File: config.mk
export PLATFORM = sky130hd
export DESIGN_NAME = sprite_bank
export DESIGN_NICKNAME = d
export VERILOG_FILES = /design/src/rtl/sprite_pkg.sv /design/src/rtl/sprite_channel.sv /design/src/rtl/sprite_bank.sv
export SDC_FILE = /design/constraint.sdc
export NUM_CORES = 1
export LEC_CHECK = 0
export CAP_MARGIN = 20
export CORE_MARGIN = 4
export CORE_UTILIZATION = 45
export DETAILED_ROUTE_END_ITERATION = 12
export DONT_BUFFER_PORTS = 1
export PLACE_DENSITY = 0.61
export SETUP_SLACK_MARGIN = 0.05
export SYNTH_ARGS = -nofsm -noshare
export SYNTH_HDL_FRONTEND = slang
export SYNTH_HIERARCHICAL = 1
export SYNTH_SLANG_ARGS = --single-unit
File: constraint.sdc
create_clock -name clk -period 2.2 [get_ports clk]
set_clock_uncertainty 0.05 [all_clocks]
set_input_delay 0.11 -clock clk [delete_from_list [all_inputs] [get_ports clk]]
set_output_delay 0.11 -clock clk [all_outputs]
set_load 0.02 [all_outputs]
File: src/rtl/sprite_pkg.sv
// Shared constants, state encoding and width helpers for the sprite bank
// and its per-channel serialisers.
package sprite_pkg;

    localparam logic [1:0] SPR_OFF_POS  = 2'd0;
    localparam logic [1:0] SPR_OFF_CTL  = 2'd1;
    localparam logic [1:0] SPR_OFF_DATA = 2'd2;
    localparam logic [1:0] SPR_OFF_DATB = 2'd3;

    localparam logic [8:0] SPR_BASE_LO = 9'h140;
    localparam logic [8:0] SPR_BASE_HI = 9'h1C0;

    typedef enum logic [1:0] {
        SPR_DISARMED = 2'd0,
        SPR_ARMED    = 2'd1,
        SPR_SHIFTING = 2'd2
    } spr_state_e;

    function automatic int spr_clog2(input int value);
        int w;
        w = 0;
        for (int i = 0; i < 31; i++) begin
            if ((1 << i) < value) w = i + 1;
        end
        return w;
    endfunction

    // Colour index: pair number above a 2-bit pixel, never narrower than 4 bits.
    function automatic int spr_sd_width(input int num_spr);
        int w;
        w = spr_clog2(num_spr / 2) + 2;
        return (w < 4) ? 4 : w;
    endfunction

endpackage

File: src/rtl/sprite_channel.sv
// One sprite channel: POS/CTL/DATA/DATB registers, arm/shift state machine,
// a pair of DATW-bit shifters and the remaining-pixel counter.
module sprite_channel
    import sprite_pkg::*;
#(
    parameter int DATW = 16
) (
    input  logic            clk,
    input  logic            reset,
    input  logic            wr_pos_i,
    input  logic            wr_ctl_i,
    input  logic            wr_data_i,
    input  logic            wr_datb_i,
    input  logic [DATW-1:0] datain_i,
    input  logic [8:0]      horbeam_i,
    input  logic            pix_en_i,
    output logic [1:0]      pix_o,
    output logic            attach_o
);

    localparam int CNT_W = spr_clog2(DATW);

    spr_state_e       state_q;
    logic [8:0]       hstart_q;
    logic             attach_q;
    logic [DATW-1:0]  datla_q;
    logic [DATW-1:0]  datlb_q;
    logic [DATW-1:0]  shifta_q;
    logic [DATW-1:0]  shiftb_q;
    logic [CNT_W-1:0] cnt_q;
    logic             start_match;

    assign start_match = pix_en_i && (horbeam_i == hstart_q);

    always_ff @(posedge clk or negedge reset) begin
        if (!reset) begin
            state_q  <= SPR_DISARMED;
            hstart_q <= '0;
            attach_q <= 1'b0;
            datla_q  <= '0;
            datlb_q  <= '0;
            shifta_q <= '0;
            shiftb_q <= '0;
            cnt_q    <= '0;
        end else begin
            if (wr_pos_i) hstart_q[8:1] <= datain_i[7:0];
            if (wr_ctl_i) begin
                hstart_q[0] <= datain_i[0];
                attach_q    <= datain_i[7];
            end
            if (wr_data_i) datla_q <= datain_i;
            if (wr_datb_i) datlb_q <= datain_i;

            if (wr_ctl_i) begin
                state_q  <= SPR_DISARMED;
                shifta_q <= '0;
                shiftb_q <= '0;
                cnt_q    <= '0;
            end else begin
                unique case (state_q)
                    SPR_DISARMED: begin
                        if (wr_data_i) state_q <= SPR_ARMED;
                    end
                    default: begin
                        // A fresh match always wins, even mid-shift: restart the line.
                        if (start_match) begin
                            state_q  <= SPR_SHIFTING;
                            shifta_q <= datla_q;
                            shiftb_q <= datlb_q;
                            cnt_q    <= CNT_W'(DATW - 1);
                        end else if (state_q == SPR_SHIFTING && pix_en_i) begin
                            shifta_q <= {shifta_q[DATW-2:0], 1'b0};
                            shiftb_q <= {shiftb_q[DATW-2:0], 1'b0};
                            if (cnt_q == '0) state_q <= SPR_ARMED;
                            else             cnt_q   <= cnt_q - 1'b1;
                        end
                    end
                endcase
            end
        end
    end

    assign pix_o    = (state_q == SPR_SHIFTING) ? {shifta_q[DATW-1], shiftb_q[DATW-1]} : 2'b00;
    assign attach_o = attach_q;

endmodule

File: src/rtl/sprite_bank.sv
// Bank of NUM_SPR sprite channels with register decode and the pairwise
// priority/attach mixer feeding the playfield priority logic.
module sprite_bank
    import sprite_pkg::*;
#(
    parameter  int NUM_SPR         = 8,
    parameter  int DATW            = 16,
    parameter  int ATTACH_ODD_ONLY = 1,
    localparam int SD_W            = spr_sd_width(NUM_SPR)
) (
    input  logic               clk,
    input  logic               reset,
    input  logic [8:1]         regaddress,
    input  logic [DATW-1:0]    datain,
    input  logic [8:0]         horbeam,
    input  logic               pix_en,
    output logic [NUM_SPR-1:0] nsprite,
    output logic [SD_W-1:0]    sprdata,
    output logic               spr_att
);

    localparam int NUM_PAIRS = NUM_SPR / 2;

    logic [1:0]           pix [NUM_SPR];
    logic [NUM_SPR-1:0]   attach;
    logic [NUM_PAIRS-1:0] pair_att;
    logic                 found;

    genvar gi;
    generate
        for (gi = 0; gi < NUM_SPR; gi++) begin : g_chan
            localparam logic [8:0] CH_BASE = (gi < 8) ? SPR_BASE_LO : SPR_BASE_HI;
            logic sel;

            assign sel = (regaddress[8:6] == CH_BASE[8:6]) && (regaddress[5:3] == 3'(gi % 8));

            sprite_channel #(
                .DATW(DATW)
            ) u_chan (
                .clk      (clk),
                .reset    (reset),
                .wr_pos_i (sel && (regaddress[2:1] == SPR_OFF_POS)),
                .wr_ctl_i (sel && (regaddress[2:1] == SPR_OFF_CTL)),
                .wr_data_i(sel && (regaddress[2:1] == SPR_OFF_DATA)),
                .wr_datb_i(sel && (regaddress[2:1] == SPR_OFF_DATB)),
                .datain_i (datain),
                .horbeam_i(horbeam),
                .pix_en_i (pix_en),
                .pix_o    (pix[gi]),
                .attach_o (attach[gi])
            );

            assign nsprite[gi] = (pix[gi] != 2'b00);
        end

        for (gi = 0; gi < NUM_PAIRS; gi++) begin : g_pair
            assign pair_att[gi] = (ATTACH_ODD_ONLY != 0) ? attach[2*gi+1]
                                                         : (attach[2*gi] | attach[2*gi+1]);
        end
    endgenerate

    // Lowest-numbered pair with any visible pixel owns the output.
    always_comb begin
        sprdata = '0;
        spr_att = 1'b0;
        found   = 1'b0;
        for (int p = 0; p < NUM_PAIRS; p++) begin
            if (!found && (nsprite[2*p] || nsprite[2*p+1])) begin
                found = 1'b1;
                if (pair_att[p]) begin
                    sprdata = SD_W'({pix[2*p+1], pix[2*p]});
                    spr_att = 1'b1;
                end else if (nsprite[2*p]) begin
                    sprdata = (SD_W'(p) << 2) | SD_W'(pix[2*p]);
                end else begin
                    sprdata = (SD_W'(p) << 2) | SD_W'(pix[2*p+1]);
                end
            end
        end
    end

endmodule

**Yosys cells after proc, flatten, opt, wreduce, memory -nomap -nowiden**

Index checks and enable logic that the tools add are counted.

- Add/subtract/negate cells: 8
- Eq/ne operators: 51
- Muxes and demuxes: 183
- Reduce and logical (&&, ||, !) cells: 140

Operators by type and width:

| kind | number |
|---|---|
| $mux 16 | 64 |
| $mux 4 | 48 |
| $mux 2 | 60 |
| $eq 9x9->1 | 8 |
| $reduce_bool 4->1 | 16 |
| $logic_and 1x1->1 | 59 |
| $ne 3x1->1 const B | 16 |
| $reduce_and 3->1 | 16 |
| $logic_not 4->1 | 8 |
| $sub 4x1->4 const B | 8 |
| $reduce_bool 3->1 | 8 |
| $eq 2x2->1 const B | 10 |
| $logic_not 2->1 | 9 |
| $ne 2x1->1 const B | 8 |
| $reduce_and 2->1 | 8 |
| $reduce_bool 2->1 | 8 |
| $eq 3x3->1 const B | 5 |
| $mux 1 | 11 |
| $eq 3x2->1 const B | 2 |
| $logic_or 1x1->1 | 4 |
| $eq 3x1->1 const B | 1 |
| $logic_not 1->1 | 3 |
| $logic_not 3->1 | 1 |
| $eq 2x1->1 const B | 1 |

- Register bits: 636
- Input bits: 36

**Longest topological paths before layout**

Gate-level depths: netlist of the first run.

- Word-level depth: 14
- Mapped depth: 8

**By module**

Netlist of the first run, hierarchy kept.

By module, submodules not included:

| module | times used | cells each | area each (µm²) | sequential area each (µm²) |
|---|---|---|---|---|
| sprite_channel | 8 | 301 | 3,623.5 | 2,001.9 |
| sprite_bank | 1 | 108 | 618.1 | 0.0 |

**Worst setup path before layout of the first run**

Ideal clock, no wire load.

- Kind: register to output
- From: reg g_chan[6].u_chan.state_q[1]
- To: out sprdata[0]
- Arrival time: 1.887 ns
- Slack: 0.153 ns
- Cell stages (with the launch flop): 7
- Path through: dfrtp_1 -> nor2b_1 -> and2_1 -> or4_4 -> o22ai_1 -> a211oi_1 -> o22ai_1

RTL lines:

| item | RTL line | source |
|---|---|---|
| start: declaration | sprite_channel.sv:23 | `spr_state_e state_q;` |
| start signal: assignment | sprite_channel.sv:37 | `state_q <= SPR_DISARMED;` |
| start signal: assignment | sprite_channel.sv:55 | `state_q <= SPR_DISARMED;` |
| start signal: assignment | sprite_channel.sv:62 | `if (wr_data_i) state_q <= SPR_ARMED;` |
| end: declaration | sprite_bank.sv:18 | `output logic [SD_W-1:0] sprdata,` |

==> results of run 1 <==
-- flip-flops by register name, indices dropped and copies added, names as in the netlist --
signal	flops
g_chan.u_chan/datla_q	128
g_chan.u_chan/datlb_q	128
g_chan.u_chan/shifta_q	128
g_chan.u_chan/shiftb_q	128
g_chan.u_chan/hstart_q	72
g_chan.u_chan/cnt_q	32
g_chan.u_chan/state_q	16
g_chan.u_chan/attach_o	4
-- cell type report --
class,count,area (µm²),share of cell area [%]
Tap cell,855,1070,3.08
Clock inverter,15,173,0.497
Clock buffer,109,2230,6.43
Multi-Input combinational cell,1625,12800,36.9
Sequential cell,636,15900,45.8
Antenna cell,2,5.00,0.0144
Timing Repair Buffer,218,2380,6.86
Inverter,36,135,0.389
-- per-stage QoR --
step | TNS, ps | total power, µW
after floorplan | 0 | 15200
after global placement | -122 | 15800
after detailed placement | -250 | 15900
after CTS | -2500 | 28500
after global routing | -2950 | 29400
final | -2430 | 28300
-- routing by layer --
layer / share of wire [%] / track usage [%] / vias up
li1: - / - / 9781
met4: 3.1 / 7.91 / 0
met1: 45 / 31.6 / 11463
met2: 46 / 35.5 / 635
met5: 0 / 0 / -
met3: 5.9 / 5.04 / 148
-- worst max-delay path by stage --
stage | slack, ps | startpoint | end | cells past startpoint
global placement | -50 | g_chan[6].u_chan/state_q[1] | sprdata[0] | 7
finish | -520 | g_chan[6].u_chan/state_q[1] | sprdata[0] | 7
CTS | -550 | g_chan[7].u_chan/state_q[1] | sprdata[0] | 7
detailed placement | -120 | g_chan[6].u_chan/state_q[1] | sprdata[0] | 7
floorplan | 150 | g_chan[6].u_chan/state_q[1] | sprdata[0] | 6
global route | -620 | g_chan[2].u_chan/state_q[1] | sprdata[3] | 9
-- power by group --
group / switching, µW / internal, µW / leakage (µW)
logic: 1490 / 1450 / 0.00529
clock network: 4790 / 7330 / 0.00120
registers: 639 / 12600 / 0.00865
total: 6920 / 21400 / 0.0151
-- cells in the final DEF (no fill, tap or decap), types with 11 or more instances in the layout --
cell type	instances
sky130_fd_sc_hd__dlygate4sd3_1	50
sky130_fd_sc_hd__a221oi_1	240
sky130_fd_sc_hd__nand2_1	43
sky130_fd_sc_hd__clkbuf_8	25
sky130_fd_sc_hd__a21oi_1	248
sky130_fd_sc_hd__nand2b_1	18
sky130_fd_sc_hd__xnor2_1	72
sky130_fd_sc_hd__nand3_1	28
sky130_fd_sc_hd__nor2_1	78
sky130_fd_sc_hd__mux2_2	332
sky130_fd_sc_hd__buf_12	42
sky130_fd_sc_hd__buf_4	113
sky130_fd_sc_hd__nor3b_1	11
sky130_fd_sc_hd__nand4_1	24
sky130_fd_sc_hd__or2_2	23
sky130_fd_sc_hd__a22oi_1	240
sky130_fd_sc_hd__dfrtp_1	636
sky130_fd_sc_hd__nor3_1	32
sky130_fd_sc_hd__inv_1	36
sky130_fd_sc_hd__o21ai_0	56
sky130_fd_sc_hd__clkbuf_16	74
sky130_fd_sc_hd__and2_4	11
-- what timing repair did --
action,CTS,global route
setup buffers,10,6
cloned,0,0
endpoints found under the setup margin,6,20
endpoints found under the hold margin,1126,639
gates resized for setup,51,16
hold buffers,62,5
pin swaps,18,13
==> metrics.log, run 1 <==
[metrics] Layout Utilization: 53.8%
[metrics] net total in the final layout: 2,632
[metrics] fraction of layout instances using a drive strength above 1: 27.5%
[metrics] kind of capture point of the worst setup path: output pin
[metrics] die height: 264 µm
[metrics] area growth from synthesis to layout: 17.9%
[metrics] Skew-Pair Late Insertion Delay: 610 ps
[metrics] CTS buffer count: 71
[metrics] endpoint required time on the critical path: 2040 ps
[metrics] global router's overall resource usage: 22.7%
[metrics] Slew Viols, Final: 320
[metrics] Worst setup SP type: flop
[metrics] final global-route overflow total: 0
[metrics] clock sink count: 636
[metrics] Leak Pwr: 0.0151 µW
[metrics] list of cells traversed by the critical path: nor2b_4 -> and2_4 -> or4_4 -> o22ai_4 -> a211oi_2 -> o22ai_4 -> buf_6
[metrics] Avg Synthesized Cell Area: 11.7 µm²
[metrics] cell with the largest stage delay on the worst path: sky130_fd_sc_hd__or4_4
[metrics] count of yosys warnings during synthesis: 6
[metrics] worst flop-to-flop path startpoint: g_chan[0].u_chan/cnt_q[0]
[metrics] core outline area: 64,600 µm²
[metrics] total I/O pin count: 49
[metrics] clock tree from TritonCTS: built
[metrics] Max stage delay on crit path: 620 ps
[metrics] most numerous cell on the critical path: sky130_fd_sc_hd__o22ai_4
[metrics] final cycle utilization of the critical path: 124%
[metrics] final instance area: 34,700 µm²
[metrics] RSZ-0062 raised after global routing: yes
[metrics] final setup vio count: 5
[metrics] count of input and output buffers: 0
[metrics] worst-case hold slack: -850 ps
[metrics] worst reg2reg path depth: 7
[metrics] final hold violations: 636
[metrics] classification of the worst-slack hold path: input pin to asynchronous set/reset pin
[metrics] Worst Path Buf+Inv: 1
[metrics] number of filler instances in the final layout: 5,448
[metrics] clock-pin slew on the worst setup and hold paths: 60 ps
[metrics] critical register-to-register path endpoint: g_chan[0].u_chan/state_q[1]
[metrics] antenna violations before repair: 2
[metrics] netlist area before placement: 29,500 µm²
[metrics] final cell count without fillers: 3,496
[metrics] cell at the root of the clock tree: sky130_fd_sc_hd__clkbuf_16
[metrics] worst-case headroom to the max-slew limit: -32.0%
[metrics] Top Family by Delay on Critical Path: simple AND/OR/NAND/NOR gates
[metrics] highest ir drop seen on vdd: 0.702 mV
[metrics] result of the run: finished, violations left
[metrics] Vias: 22.0k
[metrics] drt first pass iters: 5
[metrics] final antenna-violating net count: 0
[metrics] average wire length per cell after detail routing: 23.1 µm
[metrics] via count of the first global-routing pass: 22.2k
[metrics] Register-to-Register Setup Slack: 210 ps
[metrics] power density over the cells: 815 nW/µm²
[metrics] global placer's final weighted congestion: 0.808
[metrics] start-to-end type of the worst setup path: flop to output pin
[metrics] final critical-path required period: 2720 ps
[metrics] initial standard-cell utilization of the core: 45.6%
[metrics] depth of the CTS H-tree: 3
[metrics] overall die width: 264 µm
[metrics] placed standard-cell area: 31,100 µm²
[metrics] post-DR vias/cell: 6.30
[metrics] overall die area: 69,600 µm²
[metrics] max-cap violation count: 0
[metrics] worst setup slack before clock tree synthesis: -121 ps
[metrics] Fmax: 367 MHz
[metrics] half-perimeter wire length after detailed placement: 43.1 mm
[metrics] Crit Path Max Fanout: 5
[metrics] WP data arrival: 2560 ps
[metrics] total detailed-routing wirelength: 80.9 mm
[metrics] Max clock buf depth: 3
[metrics] fin worst setup slack: -524 ps
[metrics] cells after synthesis: 2,508
[metrics] transition time at the pin with the least slew margin: 1980 ps
[metrics] count of unresolved DRC violations after routing: 0
[metrics] first-pass GRT wire length: 127 mm
[metrics] pin count of the biggest net entering global routing: 637
[metrics] number of instances in the placed design: 3,288
[metrics] FP Rows: 93
[metrics] Post-Synthesis Net Count: 2,552
[metrics] violations in the final reports: negative hold slack, max-slew violations, negative setup slack
[metrics] Iteration-0 DRC Markers: 1,977
Power figures use the tool's default switching activity.
==> inputs of run 2 (changes only) <==
--- a/config.mk
+++ b/config.mk
@@ -7,10 +7,10 @@
 export LEC_CHECK = 0
 export CAP_MARGIN = 20
 export CORE_MARGIN = 4
-export CORE_UTILIZATION = 45
+export CORE_UTILIZATION = 55
 export DETAILED_ROUTE_END_ITERATION = 12
 export DONT_BUFFER_PORTS = 1
-export PLACE_DENSITY = 0.61
+export PLACE_DENSITY = 0.71
 export SETUP_SLACK_MARGIN = 0.05
 export SYNTH_ARGS = -nofsm -noshare
 export SYNTH_HDL_FRONTEND = slang
==> run 2 against run 1 <==
The run still ends with negative hold slack, max-slew violations, negative setup slack left. Via count rose by 1.5%. Sequential cell count unchanged. Die area decreased by 18%. Global-route usage is 5.1 points higher. Sequential share of layout area is 0.64 points higher. Final area down 1.4%. Total power is 1.5% lower. Critical endpoint is now sprdata[1]. Non-clock buffer count down 17. Sequential power about the same. Final cell count down 5.4%.
==> metrics.log, run 2 (same netlist as run 1, synthesis figures left out) <==
[metrics] result of the run: finished, violations left
[metrics] violations in the final reports: negative hold slack, max-slew violations, negative setup slack
[metrics] final setup vio count: 5 (unchanged)
[metrics] most used cells in the layout excluding fill and tap cells: sky130_fd_sc_hd__dfrtp_1, sky130_fd_sc_hd__mux2_2, sky130_fd_sc_hd__a21oi_1
[metrics] highest ir drop seen on vdd: 0.683 mV (-2.8%)
[metrics] die height: 239 µm (-9.3%)
[metrics] clock tree from TritonCTS: built
[metrics] fin worst setup slack: -535 ps (-11.6 ps)
[metrics] total detailed-routing wirelength: 80.0 mm (-1.1%)
[metrics] start-to-end type of the worst setup path: flop to output pin
[metrics] count of unresolved DRC violations after routing: 0 (unchanged)
[metrics] fraction of layout instances using a drive strength above 1: 27.1% (-0.38 points)
[metrics] Leak Pwr: 0.0150 µW (-0.94%)
[metrics] worst-case hold slack: -841 ps (+9.40 ps)
[metrics] RSZ-0062 raised after global routing: yes
[metrics] WP data arrival: 2580 ps (+20 ps)
[metrics] Crit Path Max Fanout: 3 (-2)
[metrics] overall die width: 239 µm (-9.3%)
[metrics] worst-case headroom to the max-slew limit: -142% (-110 points)
[metrics] global router's overall resource usage: 27.8% (+5.1 points)
[metrics] placed standard-cell area: 30,900 µm² (-0.66%)
[metrics] clock-pin slew on the worst setup and hold paths: 60 ps (about the same)
[metrics] total I/O pin count: 49 (unchanged)
[metrics] final cell count without fillers: 3,307 (-5.4%)
[metrics] initial standard-cell utilization of the core: 55.8% (+10 points)
[metrics] final global-route overflow total: 0 (unchanged)
[metrics] Vias: 22.4k (+1.5%)
[metrics] power density over the cells: 814 nW/µm² (-0.12%)
[metrics] drt first pass iters: 5 (unchanged)
[metrics] core outline area: 52,800 µm² (-18%)
[metrics] Slew Viols, Final: 493 (+54%)
[metrics] classification of the worst-slack hold path: input pin to asynchronous set/reset pin
[metrics] count of input and output buffers: 0 (unchanged)
[metrics] final antenna-violating net count: 0 (unchanged)
[metrics] CTS buffer count: 68 (-4.2%)
[metrics] net total in the final layout: 2,612 (-0.76%)
[metrics] average wire length per cell after detail routing: 24.2 µm (+4.5%)
[metrics] final cycle utilization of the critical path: 124% (+0.53 points)
[metrics] worst reg2reg path depth: 7 (unchanged)
[metrics] final hold violations: 636 (unchanged)
[metrics] endpoint required time on the critical path: 2040 ps (about the same)
[metrics] global placer's final weighted congestion: 0.812 (+0.45%)
[metrics] overall die area: 57,300 µm² (-18%)
[metrics] half-perimeter wire length after detailed placement: 41.9 mm (-2.7%)
[metrics] max-cap violation count: 0 (unchanged)
[metrics] Worst setup SP type: flop
[metrics] post-DR vias/cell: 6.76 (+7.3%)
[metrics] area growth from synthesis to layout: 16.3%
[metrics] via count of the first global-routing pass: 22.2k (-0.072%)
[metrics] FP Rows: 84 (-9.7%)
[metrics] cell at the root of the clock tree: sky130_fd_sc_hd__clkbuf_16
[metrics] final critical-path required period: 2740 ps (+11.6 ps)
[metrics] pin count of the biggest net entering global routing: 637 (unchanged)
[metrics] transition time at the pin with the least slew margin: 3620 ps (+1640 ps)
[metrics] Fmax: 366 MHz (-0.43%)
[metrics] Iteration-0 DRC Markers: 2,283 (+15%)
[metrics] kind of capture point of the worst setup path: output pin
[metrics] Skew-Pair Late Insertion Delay: 600 ps (about the same)
[metrics] final instance area: 34,300 µm² (-1.4%)
[metrics] antenna violations before repair: 4 (+2)
[metrics] number of instances in the placed design: 3,118 (-5.2%)
[metrics] most common cell after layout, fill and taps aside: sky130_fd_sc_hd__dfrtp_1
[metrics] CTS Hold Bufs: 59 (-4.8%)
[metrics] first-pass GRT wire length: 126 mm (-0.88%)
[metrics] clock sink count: 636 (unchanged)
[metrics] Max clock buf depth: 3 (unchanged)
[metrics] depth of the CTS H-tree: 3 (unchanged)
## run 2: cell types whose count changed in the layout (fill, tap and decap cells not counted), sizes merged
| cell | delta |
|---|---|
| clkinv | +2 |
| clkbuf | -12 |
| buf | -11 |
| clkinvlp | +1 |
| bufinv | +2 |
| inv | +2 |
| dlygate4sd3 | -6 |
## run 2: path summary, 6_finish.rpt
| kind | from | to | slack, ps |
|---|---|---|---|
| max | g_chan[3].u_chan/state_q[1] | sprdata[1] | -540 |
| max in group asynchronous | reset | g_chan[7].u_chan/datlb_q[0] | 110 |
| min in group clk | horbeam[2] | g_chan[7].u_chan/shifta_q[0] | 30 |
| min | reset | g_chan[5].u_chan/shifta_q[8] | -840 |
| max reg2reg | g_chan[3].u_chan/cnt_q[0] | g_chan[3].u_chan/state_q[1] | 240 |
| min reg2reg | g_chan[5].u_chan/cnt_q[0] | g_chan[5].u_chan/cnt_q[0] | 440 |
## run 2: report_power, final
| part | leakage (µW) | switching [µW] | internal (µW) |
|---|---|---|---|
| Clock | 0.00113 | 4720 | 6960 |
| Combinational | 0.00522 | 1500 | 1440 |
| Sequential | 0.00865 | 656 | 12600 |
## run 2: stage by stage
step / setup slack (ps) / utilization (%) / setup TNS (ps) / hold slack, ps / total power [µW]
after floorplan: 153 / - / 0 / -236 / 15200
after global placement: 18.2 / 58.5 / 0 / -207 / 15700
after detailed placement: -51.2 / 58.5 / -91.8 / -211 / 15900
after CTS: -510 / 64.7 / -2300 / -857 / 28000
after global routing: -620 / 64.9 / -2930 / -862 / 28900
final: -535 / 64.9 / -2500 / -841 / 27900
## run 2: critical path: stages (launching register included)
cell,delay (ps)
sky130_fd_sc_hd__dfrtp_1,380
sky130_fd_sc_hd__nor2b_4,150
sky130_fd_sc_hd__and2_4,170
sky130_fd_sc_hd__buf_4,130
sky130_fd_sc_hd__nor3b_1,130
sky130_fd_sc_hd__or3_1,330
sky130_fd_sc_hd__a221oi_2,350
sky130_fd_sc_hd__o22ai_2,180
sky130_fd_sc_hd__buf_6,160
## run 2: cell type report
cell class / count / area, µm²
antenna: 2 / 5.00
timing repair buffer: 201 / 2230
multi-input combinational: 1625 / 12800
clock inverter: 22 / 264
inverter: 36 / 135
tap: 688 / 861
clock buffer: 97 / 2010
fill: 3858 / 18500
sequential: 636 / 15900
## run 2: repair_timing
item                                   4_1_cts  5_1_grt
gates resized for setup                     51       13
endpoints found under the hold margin     1163      636
pin swaps                                   18        9
buffers inserted                             8        3
setup endpoints to repair                    6        6
## run 2: routing by layer
| metal | GRT usage (%) | wire [µm] | up-vias |
|---|---|---|---|
| met3 | 6.38 | 5980 | 176 |
| met4 | 10.3 | 2890 | 0 |
| met2 | 43.4 | 37200 | 821 |
| met1 | 38.5 | 33900 | 11639 |
| li1 | - | - | 9728 |
| met5 | 0 | 0 | - |
